===== config.mk =====
export PLATFORM = sky130hd
export DESIGN_NAME = beacon_rx_parser
export DESIGN_NICKNAME = d
export VERILOG_FILES = /design/src/rtl/beacon_rx_parser_pkg.sv /design/src/rtl/beacon_rx_parser_rx_word_assembler.sv /design/src/rtl/beacon_rx_parser.sv
export SDC_FILE = /design/constraint.sdc
export NUM_CORES = 1
export LEC_CHECK = 0
export CAP_MARGIN = 20
export CORE_UTILIZATION = 35
export CTS_CLUSTER_SIZE = 20
export DETAILED_ROUTE_END_ITERATION = 8
export PLACE_DENSITY = 0.64
export SLEW_MARGIN = 20
export SYNTH_ARGS = -nofsm -noshare
export SYNTH_HDL_FRONTEND = slang
export SYNTH_SLANG_ARGS = --single-unit

===== constraint.sdc =====
create_clock -name clock -period 2.9 [get_ports clock]
set_input_delay 0.58 -clock clock [delete_from_list [all_inputs] [get_ports clock]]
set_output_delay 0.58 -clock clock [all_outputs]
set_load 0.005 [all_outputs]

===== src/rtl/beacon_rx_parser_pkg.sv =====
// Shared constants, state encoding and beacon field layout for the beacon receive parser.
package beacon_rx_parser_pkg;

  localparam int BYTE_W      = 8;
  localparam int WORD_W      = 16;
  localparam int PKT_LEN     = 10;
  localparam int FIELD_BYTES = PKT_LEN - 2;
  localparam int STAGE_W     = FIELD_BYTES * BYTE_W;
  localparam int FCNT_W      = $clog2(FIELD_BYTES);

  localparam logic [BYTE_W-1:0] PKT_TYPE_BEACON = 8'h01;

  // Byte offsets of each big-endian field within the packet (type byte is offset 0).
  localparam int SRC_OFF = 1;
  localparam int BAT_OFF = 3;
  localparam int VAL_OFF = 5;
  localparam int CLU_OFF = 7;

  typedef enum logic [2:0] {
    ST_IDLE,
    ST_FIELD,
    ST_CSUM,
    ST_ISSUE,
    ST_WAIT_DONE
  } state_e;

  typedef struct packed {
    logic [WORD_W-1:0] src;
    logic [WORD_W-1:0] bat;
    logic [WORD_W-1:0] val;
    logic [WORD_W-1:0] clu;
  } beacon_t;

  // The staging register holds packet bytes 1..8 with byte 1 in the top byte.
  function automatic logic [WORD_W-1:0] field_word(input logic [STAGE_W-1:0] stage,
                                                   input int off);
    return stage[(FIELD_BYTES-1-off)*BYTE_W +: WORD_W];
  endfunction

endpackage


===== src/rtl/beacon_rx_parser_rx_word_assembler.sv =====
// Collects the eight field bytes of a packet into a staging register while accumulating the XOR checksum.
module rx_word_assembler
  import beacon_rx_parser_pkg::*;
(
  input  logic              clock,
  input  logic              nrst,
  input  logic              clear,
  input  logic              accept,
  input  logic [BYTE_W-1:0] byte_in,
  output beacon_t           staged,
  output logic [BYTE_W-1:0] csum,
  output logic              last_field
);

  localparam logic [FCNT_W-1:0] LAST_IDX = FCNT_W'(FIELD_BYTES - 1);

  logic [STAGE_W-1:0] stage_q, stage_d;
  logic [BYTE_W-1:0]  csum_q, csum_d;
  logic [FCNT_W-1:0]  cnt_q, cnt_d;

  // clear seeds the checksum with the type byte that opened the packet.
  always_comb begin
    stage_d = stage_q;
    csum_d  = csum_q;
    cnt_d   = cnt_q;
    if (clear) begin
      stage_d = '0;
      csum_d  = byte_in;
      cnt_d   = '0;
    end else if (accept) begin
      stage_d = {stage_q[STAGE_W-BYTE_W-1:0], byte_in};
      csum_d  = csum_q ^ byte_in;
      cnt_d   = cnt_q + 1'b1;
    end
  end

  always_ff @(posedge clock or negedge nrst) begin
    if (!nrst) begin
      stage_q <= '0;
      csum_q  <= '0;
      cnt_q   <= '0;
    end else begin
      stage_q <= stage_d;
      csum_q  <= csum_d;
      cnt_q   <= cnt_d;
    end
  end

  always_comb begin
    staged.src = field_word(stage_q, SRC_OFF);
    staged.bat = field_word(stage_q, BAT_OFF);
    staged.val = field_word(stage_q, VAL_OFF);
    staged.clu = field_word(stage_q, CLU_OFF);
  end

  assign csum       = csum_q;
  assign last_field = (cnt_q == LAST_IDX);

endmodule


===== src/rtl/beacon_rx_parser.sv =====
// Parses beacon packets from the radio byte stream, validates them and hands the fields to learnCosts
// with an en/done handshake; also keeps saturating accepted/dropped packet counters.
module beacon_rx_parser #(
  parameter int                    WORD_WIDTH      = 16,
  parameter int                    BYTE_WIDTH      = 8,
  parameter logic [BYTE_WIDTH-1:0] PKT_TYPE_BEACON = beacon_rx_parser_pkg::PKT_TYPE_BEACON,
  parameter int                    DONE_TIMEOUT    = 512,
  parameter int                    CNT_WIDTH       = 16
) (
  input  logic                  clock,
  input  logic                  nrst,
  input  logic [BYTE_WIDTH-1:0] rx_data,
  input  logic                  rx_valid,
  input  logic                  rx_sof,
  output logic                  rx_ready,
  input  logic [WORD_WIDTH-1:0] node_id,
  output logic [WORD_WIDTH-1:0] fsourceID,
  output logic [WORD_WIDTH-1:0] fbatteryStat,
  output logic [WORD_WIDTH-1:0] fValue,
  output logic [WORD_WIDTH-1:0] fclusterID,
  output logic                  en,
  input  logic                  done,
  output logic [CNT_WIDTH-1:0]  pkt_ok_cnt,
  output logic [CNT_WIDTH-1:0]  pkt_err_cnt,
  output logic                  busy
);
  import beacon_rx_parser_pkg::*;

  localparam int              TMO_W    = $clog2(DONE_TIMEOUT);
  localparam logic [TMO_W-1:0] TMO_LAST = TMO_W'(DONE_TIMEOUT - 1);

  state_e               state_q, state_d;
  beacon_t              f_q, f_d;
  logic [CNT_WIDTH-1:0] ok_cnt_q, ok_cnt_d;
  logic [CNT_WIDTH-1:0] err_cnt_q, err_cnt_d;
  logic [TMO_W-1:0]     tmo_q, tmo_d;
  logic                 rdy_en_q, rdy_en_d;

  logic                 acc;
  logic                 sof_beacon;
  logic                 asm_clear;
  logic                 asm_accept;
  logic                 load_f;
  logic                 ok_inc;
  logic                 err_inc;
  beacon_t              staged;
  logic [BYTE_W-1:0]    asm_csum;
  logic                 last_field;

  rx_word_assembler u_asm (
    .clock      (clock),
    .nrst       (nrst),
    .clear      (asm_clear),
    .accept     (asm_accept),
    .byte_in    (rx_data),
    .staged     (staged),
    .csum       (asm_csum),
    .last_field (last_field)
  );

  assign acc        = rx_valid && rx_ready;
  assign sof_beacon = rx_sof && (rx_data == PKT_TYPE_BEACON);

  always_ff @(posedge clock or negedge nrst) begin
    if (!nrst) begin
      state_q <= ST_IDLE;
    end else begin
      state_q <= state_d;
    end
  end

  always_comb begin
    state_d    = state_q;
    asm_clear  = 1'b0;
    asm_accept = 1'b0;
    load_f     = 1'b0;
    ok_inc     = 1'b0;
    err_inc    = 1'b0;
    case (state_q)
      ST_IDLE: begin
        if (acc && sof_beacon) begin
          state_d   = ST_FIELD;
          asm_clear = 1'b1;
        end
      end
      ST_FIELD, ST_CSUM: begin
        if (acc) begin
          if (rx_sof) begin
            // Abort and re-evaluate this byte as the type byte of a new packet.
            err_inc = 1'b1;
            if (sof_beacon) begin
              state_d   = ST_FIELD;
              asm_clear = 1'b1;
            end else begin
              state_d = ST_IDLE;
            end
          end else if (state_q == ST_FIELD) begin
            asm_accept = 1'b1;
            if (last_field) begin
              state_d = ST_CSUM;
            end
          end else if ((rx_data != asm_csum) || (staged.src == node_id)) begin
            err_inc = 1'b1;
            state_d = ST_IDLE;
          end else begin
            load_f  = 1'b1;
            state_d = ST_ISSUE;
          end
        end
      end
      ST_ISSUE: begin
        state_d = ST_WAIT_DONE;
      end
      ST_WAIT_DONE: begin
        if (done) begin
          ok_inc  = 1'b1;
          state_d = ST_IDLE;
        end else if (tmo_q == TMO_LAST) begin
          err_inc = 1'b1;
          state_d = ST_IDLE;
        end
      end
      default: begin
        state_d = ST_IDLE;
      end
    endcase
  end

  always_comb begin
    rx_ready = rdy_en_q && ((state_q == ST_IDLE) || (state_q == ST_FIELD) || (state_q == ST_CSUM));
    en       = (state_q == ST_ISSUE);
    busy     = (state_q == ST_ISSUE) || (state_q == ST_WAIT_DONE);
  end

  // The ISSUE cycle counts as the first waited cycle, so the timeout lands DONE_TIMEOUT cycles after en.
  always_comb begin
    f_d       = load_f ? staged : f_q;
    ok_cnt_d  = ok_cnt_q;
    err_cnt_d = err_cnt_q;
    tmo_d     = tmo_q;
    rdy_en_d  = 1'b1;
    if (ok_inc && (ok_cnt_q != '1)) begin
      ok_cnt_d = ok_cnt_q + 1'b1;
    end
    if (err_inc && (err_cnt_q != '1)) begin
      err_cnt_d = err_cnt_q + 1'b1;
    end
    if (state_q == ST_ISSUE) begin
      tmo_d = TMO_W'(1);
    end else if (state_q == ST_WAIT_DONE) begin
      tmo_d = tmo_q + 1'b1;
    end
  end

  always_ff @(posedge clock or negedge nrst) begin
    if (!nrst) begin
      f_q       <= '0;
      ok_cnt_q  <= '0;
      err_cnt_q <= '0;
      tmo_q     <= '0;
      rdy_en_q  <= 1'b0;
    end else begin
      f_q       <= f_d;
      ok_cnt_q  <= ok_cnt_d;
      err_cnt_q <= err_cnt_d;
      tmo_q     <= tmo_d;
      rdy_en_q  <= rdy_en_d;
    end
  end

  assign fsourceID    = f_q.src;
  assign fbatteryStat = f_q.bat;
  assign fValue       = f_q.val;
  assign fclusterID   = f_q.clu;
  assign pkt_ok_cnt   = ok_cnt_q;
  assign pkt_err_cnt  = err_cnt_q;

endmodule


# [Word level (Yosys, flattened, before mapping)]
# Cells that the tools add are included.
[totals] ff_bits=184 word_cells=88 output_inout_bits=99 in_bits=29
[op_classes] reduce_logical=15 n_eq_ne=15 add_sub_neg=4 muxes=41 bitwise=1
[op_table] cell="$mux W64" count=2
[op_table] cell="$add A16 B1 Y16 const B" count=2
[op_table] cell="$ne A16 B16 Y1 const B" count=2
[op_table] cell="$mux W3" count=9
[op_table] cell="$mux W1" count=22
[op_table] cell="$mux W9" count=2
[op_table] cell="$eq A16 B16 Y1" count=1
[op_table] cell="$mux W8" count=2
[op_table] cell="$pmux W3 S4" count=1
[op_table] cell="$add A9 B1 Y9 const B" count=1
[op_table] cell="$eq A9 B9 Y1 const B" count=1
[op_table] cell="$eq A8 B1 Y1 const B" count=1
[op_table] cell="$ne A8 B8 Y1" count=1
[op_table] cell="$xor A8 B8 Y8" count=1
[op_table] cell="$eq A3 B2 Y1 const B" count=2
[op_table] cell="$eq A3 B3 Y1 const B" count=2
[op_table] cell="$logic_and A1 B1 Y1" count=6
[op_table] cell="$logic_or A1 B1 Y1" count=4
[op_table] cell="$ne A2 B2 Y1 const B" count=2
[op_table] cell="$ne A4 B4 Y1 const B" count=1
[op_table] cell="$pmux W1 S2" count=2
[op_table] cell="$reduce_and A4 Y1" count=1
[op_table] cell="$reduce_bool A2 Y1" count=2
[op_table] cell="$add A3 B1 Y3 const B" count=1
[op_table] cell="other kinds (5)" count=5

# [Depth between registers and ports, before layout]
# Gate-level depths: netlist of the first run.
[logic_depth] word_depth=9 mapped_depth=10 ltp_nobuf=9

# [By module]
# From an unflattened synthesis of the first run, not the netlist that was laid out.
[hier_totals] hier_cells=647 hier_area_um2=8152.8
[modules_own_cells] module="beacon_rx_parser" n_inst=1 cells_per_inst=385 area_each_um2=4844.6
[modules_own_cells] module="rx_word_assembler" n_inst=1 cells_per_inst=262 area_each_um2=3308.2

# [Least setup slack after synthesis of the first run]
# No wires, ideal clock.
[synth_timing] path_kind="register to register" start="register tmo_q[0]" end="register err_cnt_q[4], in the netlist pkt_err_cnt[4]" setup_ns=0.124 path_buffers=1 stages_incl_launch_ff=11 arrival_time_ns=1.967 required_time_ns=2.776 path_slack_ns=0.808 cell_sequence="dfrtp_1 > ha_1 > nand3_1 > nor2_1 > ha_1 > nor3b_1 > and4b_1 > nor2_2 > buf_4 > nand4_1 > xnor2_1"
[synth_via] elab_chain_cells=5
[synth_lines] element="from (decl)" line_no="beacon_rx_parser.sv:36" rtl="logic [TMO_W-1:0] tmo_q, tmo_d;"
[synth_lines] element="from (signal assigned)" line_no="beacon_rx_parser.sv:166" rtl="tmo_q <= tmo_d;"
[synth_lines] element="$eq A9 B9 Y1" line_no="beacon_rx_parser.sv:118" rtl="end else if (tmo_q == TMO_LAST) begin"
[synth_lines] element="$mux W1" line_no="beacon_rx_parser.sv:118"
[synth_lines] element="$mux W1" line_no="beacon_rx_parser.sv:115" rtl="if (done) begin"
[synth_lines] element="$pmux W1 S2" line_no="beacon_rx_parser.sv:79" rtl="case (state_q)"
[synth_lines] element="$logic_and A1 B1 Y1" line_no="beacon_rx_parser.sv:145" rtl="if (err_inc && (err_cnt_q != '1)) begin"
[synth_lines] element="to (signal assigned)" line_no="beacon_rx_parser.sv:165" rtl="err_cnt_q <= err_cnt_d;"
[synth_lines] element="to (decl)" line_no="beacon_rx_parser.sv:35" rtl="logic [CNT_WIDTH-1:0] err_cnt_q, err_cnt_d;"
# Every way passes these cells.
# A chain may end at the register's enable or synchronous reset.

# [Worst setup path after layout of the first run]
[layout_timing] start="register state_q[1]" end="output busy"
[layout_via] elab_chain_cells=2
[layout_lines] element="from (decl)" line_no="beacon_rx_parser.sv:32" rtl="state_e state_q, state_d;"
[layout_lines] element="from (signal assigned)" line_no="beacon_rx_parser.sv:68" rtl="state_q <= state_d;"
[layout_lines] element="$eq A3 B2 Y1 or $eq A3 B3 Y1 (tied branches)" line_no="beacon_rx_parser.sv:132" rtl="busy = (state_q == ST_ISSUE) || (state_q == ST_WAIT_DONE);"
[layout_lines] element="$logic_or A1 B1 Y1 (*)" line_no="beacon_rx_parser.sv:132"
[layout_lines] element="to (decl)" line_no="beacon_rx_parser.sv:25" rtl="output logic busy"
# Mark *: on every way between the ends. The rest lies on a longest branch, timed or not.

==> results.md, run 1 <==
- Synth Flop Type: dfrtp_1
- Slowest cell on crit path: clkdlybuf4s50_1
- Tcrit/Tclk final: 0.950
- Mean Syn Cell Area: around 12 um^2
- Worst path arrival time: 2170 ps
- Reg2Reg Depth: 11
- VDD IR max: around 350 uV
- Clock sink total: 184
- RR Startpoint: tmo_q[0]$_DFFE_PN0P_
- Outcome: completed
- CP max stage delay: about 500 ps
- DR WL/cell: around 16 um
- Syn Inst Count: 678
- Htree depth: 4
- WS Path Type: flip-flop to output pin
- Vias in the first global route: 5445
- Endpoints failing setup: 0
- Gate power share: 0.128
- Vias per Instance: 4.93
- Root Buffer Master: clkbuf_16
- Fillers: 2012
- Fraction of registers with async set/reset: 1.00
- P_int: about 4.6 mW
- Chip Width: 151 um
- Setup slack, reg-to-reg: between 500 and 600 ps
- Sw power: around 1.8 mW
- Clk slew on worst S/H paths: 70 ps
- Sw Ratio: 0.287
- Worst setup path endpoint: busy
- CP top delay family: buffers and inverters
- DRC Markers: 0
- Netlist Area Pre-Place: 7810 um^2
- FF+latch count, synth: 184
- Grt ovf: 0
- CTS Hold Buffers Added: 0
- Final Cell Area: 10200 um^2
- Standard-cell rows: 54
- Max-slew headroom: 0.630
- Levels on crit path: 6
- Pwr per Cell Area: 626 nW/um^2
- Yosys top cell area share: 0.590
- First-pass GRT wire length: 28700 um
- Synth area leader: dfrtp_1
- Synth Warn #: 0
- Reg-to-reg endpoint: pkt_err_cnt[8]$_DFFE_PN0P_
- Element type at the critical path end: output pin
- Largest net degree at the start of global routing: 67
- Clock tree buffer depth: 2
- Post-synth EDFFs: 0
- Worst EP required: 2320 ps
- Worst hold path type: input pin to asynchronous set/reset pin
- Clock Latency Late Sink: ~430 ps
- DR iter-0 viols: 305
- Distinct cells, synth: 47
- Starting density of the core: 0.358
- Pleak: between 4 and 5 nW
- IO Count: 128
- Clock power frac: 0.369
- Final worst path period need: 2750 ps
- Ant. Diodes: 0
- Final Hold Violating Endpoints: 0
- CP Launch Type: flip-flop
- Max-slew violation count: 0
- Vias: 5474
- Syn-to-layout area delta: 30.6%
- Worst slew pin tran: 556 ps
- Global placement routability congestion: 0.778
- CTS tree: done
- Initial antenna violation count: 0
- Die ar.: 22900 um^2
- Core ar.: around 22000 um^2
- RSZ-0062 raised after global routing: false
- Pre-antenna DRT Iters: 5
- Setup TNS: 0 ps
- CP cell instances: buf_4, nor2_4, and2_1, nor2_2, inv_1, clkdlybuf4s50_1
- Total wire length: 17700 um
- Worst Skew: 11.3 ps
- Number of CTS-inserted buffers: 17
- Seq/Total Area, Yosys: 0.590
- Setup Buffers After CTS: 0
- Top cells by area, synth: dfrtp_1, mux2_2, nand2_1
- DRT antenna net count: 0
- Dpl hpwl: 12100 um
- Achievable Freq: 363 MHz
- Share of layout cells above drive strength 1: 0.165
- Total Routing Usage GR: 0.164
- Max_cap viols: 0
- CP max FO: 10
- Port Buffers: 127
- Die Height: 151 um
- Crit path launch: state_q[1]$_DFFE_PN0P_
- Post-Syn Nets: 713
- Fin nets: approximately 850
- Seq pwr share: 0.503
- Area after DPL: roughly 9600 um^2
- Sum of buffers and inverters on the critical path: 3
sequential cells by signal, summed over array words and instances, names as in the netlist:
register / count
pkt_err_cnt: 16
fclusterID: 16
fValue: 16
u_asm.staged: 64
pkt_ok_cnt: 16
rdy_en_q: 1
u_asm.csum: 8
fsourceID: 16
state_q: 3
u_asm.cnt_q: 3
fbatteryStat: 16
tmo_q: 9
cell type report:
cell class	instances	area (um^2)	share of cell area
Inverter	3	11.3	0.00110
Tap cell	280	350	0.0344
Clock inverter	15	183	0.0179
Clock buffer	17	425	0.0417
Timing Repair Buffer	152	1560	0.153
Multi-Input combinational cell	459	3060	0.300
Sequential cell	184	4610	0.452
worst min path at each step:
| stage | slack [ps] | to | start |
|---|---|---|---|
| 5_1_grt | 180 | fclusterID[6]$_DFFE_PN0P_ | nrst |
| 6_report | 140 | pkt_err_cnt[1]$_DFFE_PN0P_ | nrst |
| 2_1_floorplan | 280 | fValue[0]$_DFFE_PN0P_ | nrst |
| 3_3_place_gp | 460 | u_asm.cnt_q[1]$_DFFE_PN0P_ | u_asm.cnt_q[1]$_DFFE_PN0P_ |
| 3_5_place_dp | 460 | u_asm.cnt_q[1]$_DFFE_PN0P_ | u_asm.cnt_q[1]$_DFFE_PN0P_ |
| 4_1_cts | 150 | fclusterID[6]$_DFFE_PN0P_ | nrst |
power groups by stage:
stage	Combinational [mW]	Clock (mW)	Sequential, mW
2_1_floorplan	0.548	0	3.14
3_3_place_gp	0.811	0	3.25
3_5_place_dp	0.828	0	3.26
4_1_cts	0.830	2.43	3.21
5_1_grt	0.941	2.54	3.26
6_report	0.817	2.36	3.21
cells in the final DEF (no fill, tap or decap), types with 4 or more instances in the layout:
master,instances
clkbuf_16,17
inv_8,4
a21oi_1,43
dfrtp_1,183
ha_1,6
o21ai_0,13
buf_12,8
nor2_1,14
buf_4,17
xnor2_1,23
xor2_1,35
mux2_2,63
nand4_1,15
a22o_1,16
and3_1,6
nand2_1,141
inv_6,4
nand3_1,25
nor3_1,4
a31oi_1,4
nor4_1,5
clkdlybuf4s50_1,126
mux2_1,5
worst reg2reg max path, cell delays in order, from the launching register on:
cell,delay [ps]
dfrtp_1,410
ha_1,290
nand3_1,100
nor2_1,120
ha_1,170
nor3b_1,210
buf_4,160
and4b_1,230
nor2_2,140
buf_4,170
nand4_1,130
xnor2_1,150
what timing repair did:
action                     CTS  global route
setup endpoints to repair    0             1
resized for setup            0             2
hold endpoints to repair     0             0
cell usage after synthesis (3+ instances only):
| cell type | count |
|---|---|
| dfrtp_1 | 184 |
| nand2_1 | 141 |
| mux2_2 | 63 |
| a21oi_1 | 43 |
| xor2_1 | 35 |
| nand3_1 | 25 |
| xnor2_1 | 23 |
| a22o_1 | 16 |
| buf_2 | 16 |
| nor2_1 | 16 |
| clkbuf_1 | 15 |
| nand4_1 | 15 |
| o21ai_0 | 13 |
| and3_1 | 6 |
| ha_1 | 6 |
| mux2_1 | 5 |
| nor4_1 | 5 |
| a31oi_1 | 4 |
| nor3_1 | 4 |
| a21o_1 | 3 |
| inv_1 | 3 |
per-layer routing:
| layer | share of wire | vias to the layer above | wire length (um) | track usage |
|---|---|---|---|---|
| met1 | 0.49 | 2734 | 8640 | 0.232 |
| met3 | 0.038 | 14 | 671 | 0.0319 |
| met4 | 0.010 | 0 | 185 | 0.0580 |
| met5 | 0 | - | 0 | 0 |
| li1 | - | 2616 | - | - |
| met2 | 0.46 | 110 | 8230 | 0.248 |
through the flow:
step	cells	util	hold WS, ps	setup WS [ps]	total power [mW]
2_1_floorplan	678	-	284	808	3.69
3_3_place_gp	1078	0.439	456	47.3	4.06
3_5_place_dp	1078	0.439	463	44.1	4.09
4_1_cts	1110	0.467	153	23.8	6.47
5_1_grt	1110	0.467	177	31.5	6.74
6_report	1110	0.467	143	145	6.39
cell families after synthesis:
kind of cell             share of synthesized area
AO/OA/AOI/OAI                               0.0715
XOR/XNOR                                    0.0650
adder cells (fa/ha/maj)                    0.00961
buffers and inverters                       0.0199
flip-flops                                   0.590
multiplexers                                0.0980
other                                     0.000480
AND/OR/NAND/NOR                              0.146
No activity file was read; power rests on OpenSTA's default activity.
==> run 2: changes to the inputs <==
--- a/config.mk
+++ b/config.mk
@@ -9,6 +9,7 @@
 export CORE_UTILIZATION = 35
 export CTS_CLUSTER_SIZE = 20
 export DETAILED_ROUTE_END_ITERATION = 8
+export HOLD_SLACK_MARGIN = 0.1
 export PLACE_DENSITY = 0.64
 export SLEW_MARGIN = 20
 export SYNTH_ARGS = -nofsm -noshare
==> results of run 2 <==
The final DEF is identical to that of run 1; final timing and power are the same.
==> run 3: changes to the inputs <==
--- a/config.mk
+++ b/config.mk
@@ -6,11 +6,13 @@
 export NUM_CORES = 1
 export LEC_CHECK = 0
 export CAP_MARGIN = 20
+export CORE_MARGIN = 3
 export CORE_UTILIZATION = 35
 export CTS_CLUSTER_SIZE = 20
 export DETAILED_ROUTE_END_ITERATION = 8
 export HOLD_SLACK_MARGIN = 0.1
 export PLACE_DENSITY = 0.64
+export RECOVER_POWER = 50
 export SLEW_MARGIN = 20
 export SYNTH_ARGS = -nofsm -noshare
 export SYNTH_HDL_FRONTEND = slang
==> run 3 against run 2 <==
Net effect:
- the flow now finishes with violations (capacitance limit, slew limit)
- global-route usage decreased by 0.92 points
- maximum frequency increased by 0.73%
- total power decreased by 1.2%
- largest cell class unchanged
- largest power group unchanged
- clock power shrank 3%
- combinational power is 1% lower
- hold slack gained 330 ps
- sequential share of layout area increased by 0.27 points
- critical path type unchanged
- final cell count stayed put
- via count is essentially flat
==> results.md, run 3 (synthesis gave the netlist of run 1 again) <==
- IO Count: 128 (unchanged)
- Pre-antenna DRT Iters: 4 (-1)
- Failing checks: capacitance limit, slew limit
- Final Hold Violating Endpoints: 0 (unchanged)
- Clock tree buffer depth: 2 (unchanged)
- Largest net degree at the start of global routing: 69 (+3.0%)
- DR iter-0 viols: 291 (-4.6%)
- WHS Path Cells: 2
- DRT antenna net count: 0 (unchanged)
- Chip Width: 155 um (+2.6%)
- Max-slew headroom: -0.135 (-0.765)
- Ant. Diodes: 0 (unchanged)
- VDD IR max: 393 uV (+12%)
- Htree depth: 4 (unchanged)
- Reg2Reg Depth: 7 (-4)
- Final worst path period need: 2740 ps (-19.8 ps)
- Max reg flops: 64 (unchanged)
- Pwr per Cell Area: 622 nW/um^2 (-0.63%)
- DR WL/cell: 16.1 um (+1.0%)
- Die ar.: 24100 um^2 (+5.4%)
- Most common cell after layout, fill and taps aside: dfrtp_1
- Element type at the critical path end: output pin
- Die Height: 155 um (+2.6%)
- Worst EP required: 2320 ps (about the same)
- Vias: 5473 (-0.018%)
- CTS Hold Buffers Added: 0 (unchanged)
- Max_cap viols: 1 (+1)
- Syn-to-layout area delta: 29.8%
- Global placement routability congestion: 0.803 (+3.2%)
- Cells after DPL: 1076 (-0.19%)
- Worst Skew: 12.6 ps (+1.30 ps)
- Worst path arrival time: 2160 ps (about the same)
- Standard-cell rows: 54 (unchanged)
- Core ar.: 21900 um^2 (+0.31%)
- Pleak: 4.78 nW (+2.5%)
- Setup TNS: 0 ps (unchanged)
- Most frequent cells in the layout: dfrtp_1, nand2_1, clkdlybuf4s50_1, mux2_2, a21oi_1
- Vias in the first global route: 5456 (+0.20%)
- Total Routing Usage GR: 0.154 (-0.00921)
- Port Buffers: 127 (unchanged)
- First-pass GRT wire length: 29700 um (+3.5%)
- Starting density of the core: 0.357 (-0.00110)
- RSZ-0062 raised after global routing: false
- CTS tree: done
- Vias per Instance: 4.93 (about the same)
- Total wire length: 17900 um (+1.0%)
- Root Buffer Master: clkbuf_16
- Outcome: complete, but fails checks
- WS Path Type: flip-flop to output pin
- Dpl hpwl: 12400 um (+3.0%)
- Number of CTS-inserted buffers: 17 (unchanged)
- Clock sink total: 184 (unchanged)
- Post-route insts no fill: 1110 (unchanged)
- CP Launch Type: flip-flop
- Worst slew pin tran: 1700 ps (+1150 ps)
- Fin nets: 852 (unchanged)
- Initial antenna violation count: 0 (unchanged)
- Achievable Freq: 366 MHz (+0.73%)
- Max-slew violation count: 68 (+68)
- Endpoints failing setup: 0 (unchanged)
- CP max FO: 9 (-1)
- Hold WS: 478 ps (+335 ps)
- Worst hold path type: flip-flop to flip-flop
- Grt ovf: 0 (unchanged)
- Share of layout cells above drive strength 1: 0.165 (unchanged)
- Fillers: 2073 (+3.0%)
- Clk slew on worst S/H paths: 70 ps (about the same)
- Tcrit/Tclk final: 0.943 (-0.00684)
- Clock Latency Late Sink: 430 ps (about the same)
- DRC Markers: 0 (unchanged)
[run 3: changes by cell type in the layout (fill, tap and decap cells not counted), moves of 2 or more]
| cell | previous run | this run |
|---|---|---|
| clkdlybuf4s50_1 | 126 | 88 |
| dlygate4sd3_1 | 0 | 38 |
| inv_8 | 4 | 1 |
| clkbuf_2 | 0 | 2 |
| inv_6 | 4 | 6 |
[run 3: final timing paths]
check	end	slack, ps	start
max in group asynchronous	state_q[0]$_DFFE_PN0P_	670	nrst
min in group asynchronous	fbatteryStat[5]$_DFFE_PN0P_	590	nrst
min reg2reg	u_asm.cnt_q[2]$_DFFE_PN0P_	480	u_asm.cnt_q[2]$_DFFE_PN0P_
min	u_asm.cnt_q[2]$_DFFE_PN0P_	480	u_asm.cnt_q[2]$_DFFE_PN0P_
max reg2reg	pkt_ok_cnt[8]$_DFFE_PN0P_	390	pkt_ok_cnt[6]$_DFFE_PN0P_
max	busy	160	state_q[0]$_DFFE_PN0P_
[run 3: worst max-delay path, stage by stage (launching register included)]
cell and delay, ps:
dfrtp_2 460, nand2_1 150, or2_2 350, inv_1 100
nor2_2 70, inv_1 90, clkdlybuf4s50_1 500
[run 3: area by class of cell]
class	instances	area [um^2]	share of cell area
Timing Repair Buffer	152	1540	0.152
Multi-Input combinational cell	459	3040	0.300
Inverter	3	11.3	0.00111
Tap cell	280	350	0.0345
Sequential cell	184	4610	0.454
Clock buffer	18	439	0.0433
Clock inverter	14	153	0.0151
[run 3: timing repair]
action	4_1_cts	5_1_grt
endpoints found under the setup margin	1	1
gates resized for setup	2	1
setup buffers	0	2
[run 3: power by group]
| group | internal, mW | total [mW] | switching, mW | leakage, nW |
|---|---|---|---|---|
| logic | 0.418 | 0.807 | 0.390 | 1.98 |
| registers | 2.89 | 3.22 | 0.327 | 2.51 |
| clock network | 1.18 | 2.28 | 1.11 | 0.282 |
[run 3: metrics by stage]
step	cell area, um^2	setup WS (ps)	power, mW	util
global placement	9570	7.75	4.06	0.437
global route	10100	31.3	6.69	0.463
CTS	10200	51.6	6.40	0.464
floorplan	7810	808	3.69	-
finish	10100	165	6.31	0.463
detailed placement	9570	15.1	4.09	0.437
[run 3: layer usage]
metal	routed length, um	GRT usage	share of wire
met1	8720	0.222	0.49
met5	0	0	0
met2	8290	0.237	0.46
met3	723	0.0337	0.040
met4	182	0.0417	0.010
